$ cat config.mk
export PLATFORM = sky130hd
export DESIGN_NAME = pulse_stretch
export DESIGN_NICKNAME = d
export VERILOG_FILES = /design/src/rtl/vram_readback_checker_pulse_stretch.sv
export SDC_FILE = /design/constraint.sdc
export NUM_CORES = 1
export LEC_CHECK = 0
export CAP_MARGIN = 10
export CORE_MARGIN = 4
export CORE_UTILIZATION = 30
export DETAILED_ROUTE_END_ITERATION = 7
export GPL_ROUTABILITY_DRIVEN = 0
export MAX_ROUTING_LAYER = met4
export SLEW_MARGIN = 40
export SYNTH_ARGS = -nofsm -noshare
export SYNTH_HDL_FRONTEND = slang
export SYNTH_SLANG_ARGS = --single-unit
$ cat constraint.sdc
create_clock -name clk_i -period 7.85 [get_ports clk_i]
set_input_delay 1.57 -clock clk_i [delete_from_list [all_inputs] [get_ports clk_i]]
set_output_delay 1.57 -clock clk_i [all_outputs]
set_load 0.05 [all_outputs]
$ cat src/rtl/vram_readback_checker_pulse_stretch.sv
// pulse_stretch: retriggerable stretcher, out_o high for CLOCKS cycles after the last trig_i
//   clk_i, rst_i (sync, active-high), trig_i reloads the down-counter, out_o = counter nonzero
module pulse_stretch #(
  parameter int CLOCKS = 12000
) (
  input  logic clk_i,
  input  logic rst_i,
  input  logic trig_i,
  output logic out_o
);
  localparam int W = $clog2(CLOCKS + 1);
  logic [W-1:0] cnt_q;
  always_ff @(posedge clk_i)
    cnt_q <= rst_i ? '0 : trig_i ? W'(CLOCKS) : cnt_q - W'(cnt_q != '0);
  assign out_o = cnt_q != '0;
endmodule

* Word-level counts from Yosys, hierarchy flattened
Index checks and enable logic that the tools add are counted.
Word-level totals: register bits after elaboration 14, input port bits 3, output and inout port bits 1, word-level logic and storage cells 6
Cells by class: add/sub/neg operators 1, multiplexer cells 1, reductions and logical operators 2
Operators with widths (number):
- $mux 14 | 1
- $reduce_bool 14->1 | 1
- $sub 14x1->14 | 1
- $reduce_or 2->1 | 1

* Longest topological paths before layout
Gate-level depths: netlist (run 1).
word-level depth 3, depth in mapped cells 9, mapped depth without buffers 7

* Worst setup path after synthesis (run 1)
OpenSTA, ideal clock, no wires.
kind reg2out, start point register cnt_q[6], end point output port out_o, arrival time 1.647 ns, required time 6.280 ns, setup slack 4.633 ns, cell stages (with the launch flop) 3, buffers on the path 0, cells stage by stage dfxtp_1 -> or4_1 -> or4_1
On the way: longest elaborated chain between the ends 1
Ends and longest elaborated chain:
- start: declaration | RTL line 12 | logic [W-1:0] cnt_q;
- start signal: assignment | RTL line 14 | cnt_q <= rst_i ? '0 : trig_i ? W'(CLOCKS) : cnt_q - W'(cnt_q != '0);
- $reduce_bool 14->1 | RTL line 15 | assign out_o = cnt_q != '0;
- end: declaration | RTL line 9 | output logic out_o
No other way between the ends.

* Worst setup path in the final report (run 1)
Ends and elaborated chain as after synthesis.

==> results.json, run 1 <==
{
  "cts_root_buffer": "clkbuf_4",
  "nets": 92,
  "syn_avg_cell_area_um2": 8.520,
  "antenna_found_initial": 0,
  "grt_use_total": 0.1003,
  "drc": 0,
  "wl_per_cell_um": 12.57,
  "syn_area_um2": 715.7,
  "slew_headroom": 0.6719,
  "run_status": "finished, final reports clean",
  "grt_pass1_vias": 537,
  "ctsResizeCount": 0,
  "crit_fanout": 6,
  "yosysSeqAreaShare": 0.3916,
  "p_sw_frac": 0.2968,
  "tns_ps": 0,
  "numCtsBuffers": 3,
  "post_dp_cell_area_um2": 759.5,
  "fin_crit_sh": 0.5156,
  "synth_edf_count": 0,
  "grt_max_degree": 12,
  "regMostFlops": "cnt_q",
  "pwr-share-seq": 0.483,
  "power_density_nw_per_um2": 219.9,
  "synthToLayoutAreaGrowth_pct": 11.19,
  "initial_utilization": 0.3204,
  "num_rows": 17,
  "largest_register_ffs": 14,
  "netlist_instances": 84,
  "cp-start-kind": "flip-flop",
  "p_sw_mw": 0.05194,
  "drive_gt1_frac": 0.1047,
  "synth_warnings": 0,
  "die_y_um": 56.84,
  "antenna_left": 0,
  "cts_buffer_depth": 2,
  "dp_hpwl_mm": 1.048,
  "drv_cap": 0,
  "async_reset_ff_frac": 0,
  "pwr-share-clk": 0.296,
  "hold_class": "flip-flop to flip-flop",
  "holdBufCountCts": 0,
  "die_x_um": 56.84,
  "fin_area_um2": 795.8,
  "cp.required_ps": 6280,
  "drt-total-wl_mm": 1.433,
  "p_int_mw": 0.1230,
  "ys_seq_elements": 14,
  "clock_skew_ps": 0.9655,
  "rsz0062_at_grt": "false",
  "final_hold_viol_count": 0,
  "comb_power_share": 0.221,
  "die_area_um2": 3231,
  "cp.arrival_ps": 2480,
  "endpoint_kind": "output pin",
  "dr.pass1.iters": 4,
  "io_buffers": 3,
  "core_um2": 2233,
  "io_pins": 4,
  "drtIter0Drc": 17,
  "fin_crit_ps": 4048,
  "post_cts_buffers": 0,
  "slew_violations": 0,
  "top_regs": "cnt_q x14",
  "cts.clk_slew.worst_paths_ps": 80,
  "finalPower_mw": 0.1750,
  "p_leak_nw": 0.3017,
  "hold_ws_ps": 482.7,
  "htree_num_levels": 1,
  "clock-sinks": 14,
  "via_count": 619,
  "vias_per_cell": 5.430,
  "grt-ovfl-total": 0,
  "diodes": 0,
  "fmax_ghz": 0.2471,
  "grt_pass1_wl_mm": 2.442,
  "tightestPinTransition_ps": 490.5,
  "syn-num-nets": 89,
  "vdd_drop_max_mv": 0.1296,
  "synth_cell_type_count": 23,
  "clkLatencyLatePin_ps": 280,
  "synth_flop_cell": "dfxtp_1",
  "setup_viol": 0,
  "crit_type": "flip-flop to output pin",
  "cts_tree": "built"
}
[cells in the mapped netlist (2+ instances only)]
cell	n	area [um2]
a21oi_1	5	25.02
a31oi_1	5	31.28
buf_2	2	10.01
clkbuf_1	3	11.26
dfxtp_1	14	280.3
ha_1	2	25.02
inv_1	5	18.77
nand2_1	2	7.510
nor2_1	7	26.28
nor4_1	2	12.51
o21ai_0	6	30.03
o31ai_1	4	30.03
or2_2	3	18.77
or3_1	7	43.79
or4_1	8	60.06
or4bb_1	2	22.52
[metrics by stage]
step / setup WS, ps / instances / utilization
floorplan: 4633 / 84 / -
global placement: 4123 / 110 / 0.3401
detailed placement: 4109 / 110 / 0.3401
CTS: 3782 / 114 / 0.3563
global route: 3699 / 114 / 0.3563
finish: 3802 / 114 / 0.3563
[layout by cell type, fill, tap and decap left out, drive strengths merged]
master         instances
a21oi                  5
a31oi                  5
and4                   1
and4b                  1
clkbuf                 4
clkdlybuf4s50          3
dfxtp                 14
ha                     2
inv                    5
mux2                   1
nand2                  2
nand2b                 1
nor2                   7
nor4                   2
o21ai                  6
o31ai                  4
or2                    3
or3                    8
or4                    8
or4b                   1
or4bb                  2
xnor2                  1
[layer usage]
| layer | wire length (um) | track usage | up-vias |
|---|---|---|---|
| met3 | 82 | 0.04828 | 2 |
| li1 | - | - | 322 |
| met4 | 12 | 0.02980 | 0 |
| met2 | 627 | 0.1370 | 9 |
| met5 | 0 | - | - |
| met1 | 709 | 0.1300 | 286 |
[power by group through the flow]
stage	Sequential, mW	Combinational [mW]	Clock [mW]
after global routing	0.0859	0.0437	0.0590
after CTS	0.0844	0.0387	0.0539
after global placement	0.0858	0.0383	0
final	0.0846	0.0386	0.0517
after detailed placement	0.0859	0.0385	0
after floorplan	0.0840	0.0326	0
[cell type report]
cell class | instances | area (um2)
Clock buffer | 4 | 36.28
Fill cell | 246 | 1438
Inverter | 5 | 18.77
Multi-Input combinational cell | 60 | 395.4
Sequential cell | 14 | 280.3
Tap cell | 28 | 35.03
Timing Repair Buffer | 3 | 30.03
[critical path, stage by stage, from the launching register on]
cell and delay [ps]:
dfxtp_1 350, or4_1 560, or4_1 570, clkdlybuf4s50_1 720
[kinds of logic after synthesis]
group | count (synthesis) | synth area share
mux | 1 | 0.01573
buf+inv | 10 | 0.05595
xor+xnor | 1 | 0.01224
simple gates | 36 | 0.3269
fa+ha+maj | 2 | 0.03496
flops | 14 | 0.3916
compound gates | 20 | 0.1626
[path summary, 6_finish.rpt]
check                              start  slack, ps  depth (start not counted)   endpoint
worst min register to register  cnt_q[4]        480                          2   cnt_q[4]
worst max register to register  cnt_q[6]       5100                          7  cnt_q[12]
worst max-delay path            cnt_q[6]       3800                          3      out_o
worst min-delay path            cnt_q[4]        480                          2   cnt_q[4]
Power figures use the tool's default switching activity.
==> run 2, diff against run 1 <==
==> constraint.sdc (replaced) <==
create_clock -name clk_i -period 4.06 [get_ports clk_i]
set_input_delay 0.812 -clock clk_i [delete_from_list [all_inputs] [get_ports clk_i]]
set_output_delay 0.812 -clock clk_i [all_outputs]
set_load 0.05 [all_outputs]
==> results.json, run 2 (synthesized netlist as in run 1, its figures left out) <==
{
  "grt_pass1_vias": 512,
  "final_hold_viol_count": 0,
  "fmax_ghz": 0.3040,
  "cp.required_ps": 3250,
  "setup_viol": 0,
  "synthToLayoutAreaGrowth_pct": 9.266,
  "regMostFlops": "cnt_q",
  "fin_util": 0.3501,
  "crit_start": "cnt_q[7]",
  "clock-sinks": 14,
  "placed_cells": 110,
  "io_buffers": 3,
  "io_pins": 4,
  "via_count": 627,
  "cts_root_buffer": "clkbuf_4",
  "diodes": 0,
  "ctsResizeCount": 0,
  "cts_buffer_depth": 2,
  "r2r-start": "cnt_q[2]",
  "hold_class": "flip-flop to flip-flop",
  "drv_cap": 0,
  "slew_violations": 0,
  "drtIter0Drc": 11,
  "met2_wirelength_um": 649,
  "largest_register_ffs": 14,
  "holdBufCountCts": 0,
  "cp.arrival_ps": 2480,
  "core_um2": 2233,
  "fin_crit_ps": 3290,
  "slew_headroom": 0.6717,
  "dr.pass1.iters": 6,
  "die_y_um": 56.84,
  "tightestPinTransition_ps": 490.9,
  "clkLatencyLatePin_ps": 280,
  "antenna_found_initial": 0,
  "fillerInstances": 242,
  "vdd_drop_max_mv": 0.1764,
  "fin_cells": 113,
  "crit_fanout": 5,
  "crit_type": "flip-flop to output pin",
  "setup_ws_ps": 770.4,
  "htree_num_levels": 1,
  "endpoint_kind": "output pin",
  "power_density_nw_per_um2": 403.6,
  "final_common_cell": "dfxtp_1",
  "drc": 0,
  "dp_hpwl_mm": 1.080,
  "tns_ps": 0,
  "cts.clk_slew.worst_paths_ps": 80,
  "wirelength_met1_um": 700,
  "p_leak_nw": 0.2945,
  "num_rows": 17,
  "hp-start": "cnt_q[4]",
  "vias_per_cell": 5.549,
  "layout_common_cells": "14 x dfxtp_1, 8 x or4_1, 7 x or3_1, 7 x nor2_1, 6 x o21ai_0",
  "wl_per_cell_um": 12.59,
  "grt_max_degree": 12,
  "pre_cts_ws_ps": 1063,
  "nets": 92,
  "cp-start-kind": "flip-flop",
  "die_area_um2": 3231,
  "drt-total-wl_mm": 1.423,
  "rsz0062_at_grt": "false",
  "top_regs": "cnt_q x14",
  "grt-ovfl-total": 0,
  "met3_wirelength_um": 58,
  "post_cts_buffers": 0,
  "run_status": "finished, final reports clean",
  "regArea_um2": 280.3,
  "highest_layer": "met4",
  "antenna_left": 0,
  "cts_tree": "built",
  "initial_utilization": 0.3204,
  "numCtsBuffers": 3,
  "clock_skew_ps": 6.517,
  "drive_gt1_frac": 0.09412,
  "die_x_um": 56.84,
  "multiInputGateArea_um2": 395.4,
  "fin_crit_sh": 0.8102,
  "grt_use_total": 0.09850,
  "grt_pass1_wl_mm": 2.421
}
run 2: cell count changes in the layout (fill, tap and decap cells not counted):
cell	delta
clkbuf_8	-1
run 2: critical path, cell delays in order (launching register included):
cell and delay, ps:
dfxtp_1 350, or4_1 570, or4_1 550, clkdlybuf4s50_1 720
run 2: routing by layer:
layer  vias to the layer above  global-route usage
li1                        318                   -
met1                       297              0.1346
met2                         7              0.1353
met3                         5             0.04138
met4                         0             0.01987
met5                         -                   -
run 2: final cells by class:
class                      count  area share
sequential                    14      0.3584
multi-input combinational     60      0.5056
timing repair buffer           3     0.03840
tap                           28     0.04480
inverter                       5     0.02400
clock buffer                   3     0.02880
run 2: path summary, 6_finish.rpt:
check	slack [ps]	depth (start not counted)	end
min reg2reg	480	2	cnt_q[4]
max reg2reg	1320	7	cnt_q[12]
min	480	2	cnt_q[4]
max	770	3	out_o
run 2: per-stage QoR:
| stage | hold WS, ps | total power, mW | instance area [um2] |
|---|---|---|---|
| after floorplan | 451.9 | 0.2254 | 715.7 |
| after global placement | 471.8 | 0.2399 | 759.5 |
| after detailed placement | 474.2 | 0.2418 | 759.5 |
| after CTS | 485.2 | 0.3196 | 782.0 |
| after global routing | 513.2 | 0.3410 | 782.0 |
| final | 485.0 | 0.3156 | 782.0 |
run 2: power breakdown:
part	switching, mW	leakage, nW	internal (mW)
logic	0.0418	0.165	0.0328
clock network	0.0432	0.0138	0.0344
registers	0.0129	0.116	0.151
